**src/rtl/square_f32_seq.sv**
```systemverilog
// Sequential binary32 squarer: 24-cycle shift-add over the 24-bit significand,
// then one normalise/round cycle. start/busy/rdy handshake, result held until next start.
module square_f32_seq #(
  localparam int WIDTH         = 32,
  localparam int EXPONENTWIDTH = 8,
  localparam int MANTISSAWIDTH = 23
) (
  input  logic             clk,
  input  logic             rst,
  input  logic             start,
  input  logic [WIDTH-1:0] a,
  output logic             busy,
  output logic             rdy,
  output logic [WIDTH-1:0] sq
);

  localparam int SIGW  = MANTISSAWIDTH + 1;
  localparam int PRODW = 2 * SIGW;

  localparam logic [WIDTH-1:0] SQ_ZERO = 32'h0000_0000;
  localparam logic [WIDTH-1:0] SQ_INF  = 32'h7F80_0000;
  localparam logic [WIDTH-1:0] SQ_NAN  = 32'h7FFF_FFFF;

  typedef enum logic [1:0] {IDLE, MULT, NORM, DONE} state_t;

  state_t                   r_state;
  logic [SIGW-1:0]          r_mplier;
  logic [PRODW-1:0]         r_mcand;
  logic [PRODW-1:0]         r_acc;
  logic [4:0]               r_cnt;
  logic [EXPONENTWIDTH-1:0] r_ea;
  logic                     r_spec;
  logic [WIDTH-1:0]         r_spec_val;
  logic                     r_busy;
  logic                     r_rdy;
  logic [WIDTH-1:0]         r_sq;

  logic [EXPONENTWIDTH-1:0] w_a_exp;
  logic [MANTISSAWIDTH-1:0] w_a_frac;

  assign w_a_exp  = a[WIDTH-2 -: EXPONENTWIDTH];
  assign w_a_frac = a[MANTISSAWIDTH-1:0];

  // Normalisation and round-to-nearest-even of the finished product.
  logic                     w_g;
  logic                     w_s;
  logic                     w_inc;
  logic [MANTISSAWIDTH-1:0] w_mant;
  logic [MANTISSAWIDTH:0]   w_mant_rnd;
  logic signed [9:0]        w_e;
  logic signed [9:0]        w_e_adj;
  logic [WIDTH-1:0]         w_norm_sq;

  always_comb begin
    // NOTE: every combinational output gets a default first so no path leaves it unassigned (no latch).
    w_mant    = '0;
    w_g       = 1'b0;
    w_s       = 1'b0;
    w_e       = '0;
    w_norm_sq = SQ_ZERO;
    if (r_acc[PRODW-1]) begin
      w_mant = r_acc[PRODW-2 -: MANTISSAWIDTH];
      w_g    = r_acc[23];
      w_s    = |r_acc[22:0];
      w_e    = $signed({1'b0, r_ea, 1'b0}) - 10'sd126;
    end else begin
      w_mant = r_acc[PRODW-3 -: MANTISSAWIDTH];
      w_g    = r_acc[22];
      w_s    = |r_acc[21:0];
      w_e    = $signed({1'b0, r_ea, 1'b0}) - 10'sd127;
    end
    w_inc      = w_g & (w_s | w_mant[0]);
    w_mant_rnd = {1'b0, w_mant} + {{MANTISSAWIDTH{1'b0}}, w_inc};
    w_e_adj    = w_mant_rnd[MANTISSAWIDTH] ? w_e + 10'sd1 : w_e;
    if (w_e_adj >= 10'sd255)
      w_norm_sq = SQ_INF;
    else if (w_e_adj <= 10'sd0)
      w_norm_sq = SQ_ZERO;
    else
      w_norm_sq = {1'b0, w_e_adj[EXPONENTWIDTH-1:0], w_mant_rnd[MANTISSAWIDTH-1:0]};
  end

  always_ff @(posedge clk) begin
    // NOTE: sequential state uses non-blocking assignments so every register samples pre-edge values.
    if (!rst) begin
      r_state    <= IDLE;
      r_busy     <= 1'b0;
      r_rdy      <= 1'b0;
      r_sq       <= SQ_ZERO;
      r_cnt      <= '0;
      r_acc      <= '0;
      r_mcand    <= '0;
      r_mplier   <= '0;
      r_ea       <= '0;
      r_spec     <= 1'b0;
      r_spec_val <= SQ_ZERO;
    end else begin
      case (r_state)
        IDLE, DONE: begin
          if (start) begin
            r_ea     <= w_a_exp;
            r_mcand  <= {{SIGW{1'b0}}, 1'b1, w_a_frac};
            r_mplier <= {1'b1, w_a_frac};
            r_acc    <= '0;
            r_cnt    <= '0;
            r_busy   <= 1'b1;
            r_rdy    <= 1'b0;
            // Zero/denormal, inf and NaN skip the multiply and resolve on the next edge.
            if (w_a_exp == '0) begin
              r_spec     <= 1'b1;
              r_spec_val <= SQ_ZERO;
              r_state    <= NORM;
            end else if (w_a_exp == '1) begin
              r_spec     <= 1'b1;
              r_spec_val <= (w_a_frac == '0) ? SQ_INF : SQ_NAN;
              r_state    <= NORM;
            end else begin
              r_spec     <= 1'b0;
              r_state    <= MULT;
            end
          end
        end
        MULT: begin
          if (r_mplier[0])
            r_acc <= r_acc + r_mcand;
          r_mcand  <= r_mcand << 1;
          r_mplier <= r_mplier >> 1;
          r_cnt    <= r_cnt + 5'd1;
          if (r_cnt == 5'd23)
            r_state <= NORM;
        end
        NORM: begin
          r_sq    <= r_spec ? r_spec_val : w_norm_sq;
          r_rdy   <= 1'b1;
          r_busy  <= 1'b0;
          r_state <= DONE;
        end
        default: r_state <= IDLE;
      endcase
    end
  end

  assign busy = r_busy;
  assign rdy  = r_rdy;
  assign sq   = r_sq;

endmodule
```
**config.mk**
```make
export PLATFORM = sky130hd
export DESIGN_NAME = square_f32_seq
export DESIGN_NICKNAME = d
export VERILOG_FILES = /design/src/rtl/square_f32_seq.sv
export SDC_FILE = /design/constraint.sdc
export NUM_CORES = 1
export LEC_CHECK = 0
export BUFFER_PORTS_ARGS = -buffer_cell sky130_fd_sc_hd__buf_2
export CAP_MARGIN = 20
export CORE_AREA = 3 3 187 98
export DETAILED_ROUTE_END_ITERATION = 16
export DIE_AREA = 0 0 190 101
export PLACE_DENSITY_LB_ADDON = 0.3
export SYNTH_ARGS = -nofsm -noshare
export SYNTH_HDL_FRONTEND = slang
export SYNTH_SLANG_ARGS = --single-unit
```
**constraint.sdc**
```tcl
create_clock -name clk -period 4.8 [get_ports clk]
set_clock_uncertainty 0.15 [all_clocks]
set_input_delay 0.48 -clock clk [delete_from_list [all_inputs] [get_ports clk]]
set_output_delay 0.48 -clock clk [all_outputs]
set_load 0.02 [all_outputs]
```
==> key figures <==
Detailed routing
  – Vias: 9839
  – 1st-iter DRT viols: 1216
  – # DRC: 0
  – ANT nets after route: 0
  – Final WL: 27900 um
  – Routed WL per cell: 17.9 um
  – Drt via density: 6.33
  – 1st-pass router iterations: 5

STA
  – Post-route setup TNS: 0 ns
  – Fin crit share: 0.913
  – Slew HR: 0.281
  – Fmax: 0.228 GHz
  – # setup viols final: 0
  – Post-route minimum period: 4.38 ns
  – Slew Limit Fails: 0
  – RSZ-0062 raised after global routing: no
  – Final hold vios: 0
  – Worst Max-Slew Pin Slew: 1.08 ns

Synthesis
  – Compound-Gate Fraction of Synth Area: 0.259
  – Area leader, netlist: dfxtp_1
  – Synth Area in Adders: 0.0699
  – Synth Register Bits: 171
  – Synth Area in Simple Gates: 0.220
  – Sequential area share after synthesis: 0.338
  – Mux share of post-synthesis cell area: 0.0152
  – Post-Synth XOR/XNOR Area: 0.0614
  – Post-synth EDFFs: 0
  – Syn Std Cell Area: 10100 um^2
  – Commonest cells post-synth: 171 x dfxtp_1, 145 x nor2_1, 121 x nand2_1
  – Synth top area cells: dfxtp_1 34%, ha_1 6.8%, nor2_1 5.4%
  – Main combinational cell family by area after synthesis: compound AO/OA/AOI/OAI gates
  – Cells after Synth: 1280
  – Synth cell types: 69
  – Syn_area_per_cell: 7.92 um^2
  – Post-synth ARST share: 0
  – Post-synth top flop: dfxtp_1
  – Post-Syn Nets: 1371
  – Count leader, synth: dfxtp_1
  – Share of the synthesized area in the top cell type: 0.338
  – Ys Warns: 0

Final layout
  – Area grow syn2layout: 10.5%
  – Finished Cell Area: 11200 um^2
  – Fraction of layout cells with a size suffix above 1: 0.103
  – ANT cells: 0
  – Nets: 1398

CTS
  – Worst-Skew Late Latency: 0.44 ns
  – Clock root cell: clkbuf_16
  – Post-CTS setup buffers: 0
  – Clk sinks: 171
  – CTS tree: done
  – Clk slew on worst S/H paths: 0.07 ns
  – H-tree depth: 4
  – PostCTS Resize Cnt: 0
  – Total CTS buffers: 17
  – Max Root-Sink Buffers: 2
  – # hold bufs at CTS: 0

Setup path
  – Crit path launch: r_mcand[0]$_SDFFE_PN0P_
  – R2R depth: 13
  – Type of origin of the critical path: flop
  – Crit-path max cell delay: 0.59 ns
  – Crit path to: r_acc[46]$_SDFFE_PN0P_
  – CP Capture Type: flop
  – Worst path cell trace: ha_1 > fa_1 > a211oi_1 > o21ai_0 > a21oi_1 > a31oi_1 > o32ai_1 > o21ai_0 > a31oi_1 > o21ai_0 > a211oi_1 > xor2_1 > o21ai_0
  – Reg2reg start: r_mcand[0]$_SDFFE_PN0P_
  – Critical path type: flop to flop
  – Required time of the critical path: 4.93 ns
  – Critical path peak fanout: 5
  – Worst path slowest cell: o32ai_1
  – FF-to-FF End: r_acc[46]$_SDFFE_PN0P_
  – Crit-path most repeated cell: o21ai_0
  – Reg2Reg Setup Slack: 0.42 ns
  – Arr. time, crit path: 4.51 ns

Global route
  – Number of global-route vias before repair: 8656
  – Tot GR Track Use: 0.292
  – Global-route wire length before repair: 45500 um
  – Grt ovf: 0
  – Largest net degree at the start of global routing: 73
  – Initial antenna violation count: 0

Placed design
  – PortBufs: 66
  – Detailed placer's ending HPWL: 19600 um
  – GP Congestion: 0.979
  – Cell Area, Placed: 10600 um^2

Floorplan
  – # IOs: 69
  – # rows: 34
  – Starting Density: 0.597
  – Core Area: 17000 um^2
  – Die X: 190 um
  – Die area: 19200 um^2
  – DIE HEIGHT: 101 um

Power and ir drop
  – Max VDD drop: 0.634 mV
  – PwrDens: 459 nW/um^2
  – Pleak: 4.39 nW

Outcome
  – Outcome: finished clean

Worst hold path
  – Worst Hold Class: primary input to flop

Run
  – Max-cap violations: 0
through the flow:
stage	instances	setup WS (ns)	hold slack [ns]	util	total power, mW
2_1_floorplan	1280	0.552	0.299	-	3.23
3_3_place_gp	1521	0.656	0.292	0.625	3.69
3_5_place_dp	1521	0.555	0.311	0.625	3.75
4_1_cts	1553	0.465	0.147	0.659	5.11
5_1_grt	1554	0.0838	0.156	0.660	5.44
6_report	1554	0.416	0.153	0.660	5.14
layout by cell type (no fill, tap or decap), drive strengths merged, types with 3 or more instances in the layout:
cell and n:
mux2i 12, o21ai 95, nor2 146, nand4b 3, buf 83, a21o 30
and2 15, a21oi 92, mux2 3, o41ai 3, xnor2 33, clkinv 5
nand2b 11, o21a 6, a21boi 10, nor2b 36, and3 6, nor3 56
nor4 16, nand4 19, a211oi 66, ha 55, nand2 122, o21bai 6
dfxtp 171, a311oi 8, clkbuf 18, nand3 23, a22oi 49, xor2 38
a31oi 13, o211ai 6, inv 21, clkinvlp 4
worst max-delay path: cells and delay by family, from the launching register on:
kind,cells,cell delay (ns)
xor+xnor,1,0.18
compound gates,10,2.84
flops,1,0.35
fa+ha+maj,2,0.70
power breakdown:
part	total, mW	leakage, nW	switching, mW	internal, mW
logic	1.89	2.73	1.28	0.603
clock network	1.36	0.272	0.624	0.738
registers	1.90	1.39	0.209	1.69
worst min path at each step:
stage	start	endpoint	slack, ns	cells after the start
3_3_place_gp	rdy$_SDFFE_PN0P_	rdy$_SDFFE_PN0P_	0.29	2
4_1_cts	a[29]	r_ea[6]$_SDFFE_PN0P_	0.15	3
5_1_grt	a[29]	r_ea[6]$_SDFFE_PN0P_	0.16	3
3_5_place_dp	rdy$_SDFFE_PN0P_	rdy$_SDFFE_PN0P_	0.31	2
6_report	a[29]	r_ea[6]$_SDFFE_PN0P_	0.15	3
2_1_floorplan	r_acc[2]$_SDFFE_PN0P_	r_acc[2]$_SDFFE_PN0P_	0.30	2
area by class of cell:
class                      instances  area (um^2)
multi-input combinational       1017         6380
clock buffer                      18          439
clock inverter                    14          134
sequential                       171         3420
inverter                          17         65.1
timing repair buffer              83          465
tap                              234          293
fill                            1392         5770
registers in the layout, summed over array words and instances, names as in the netlist:
signal,count
busy,1
r_acc,48
r_cnt,5
r_ea,8
r_mcand,48
r_mplier,24
r_spec,1
r_spec_val,2
r_state,2
rdy,1
sq,31
cell families after synthesis:
kind of cell / count (synthesis)
buf+inv: 92
xor+xnor: 71
simple gates: 466
flops: 171
fa+ha+maj: 56
compound gates: 408
other cells: 1
mux: 15
routing by layer:
layer / global-route usage / share of wire / vias up
met1: 0.463 / 0.50 / 4556
met3: 0.0768 / 0.11 / 25
met2: 0.387 / 0.38 / 527
li1: - / - / 4731
met5: 0 / 0 / -
met4: 0.0556 / 0.0087 / 0
Power figures use the tool's default switching activity.
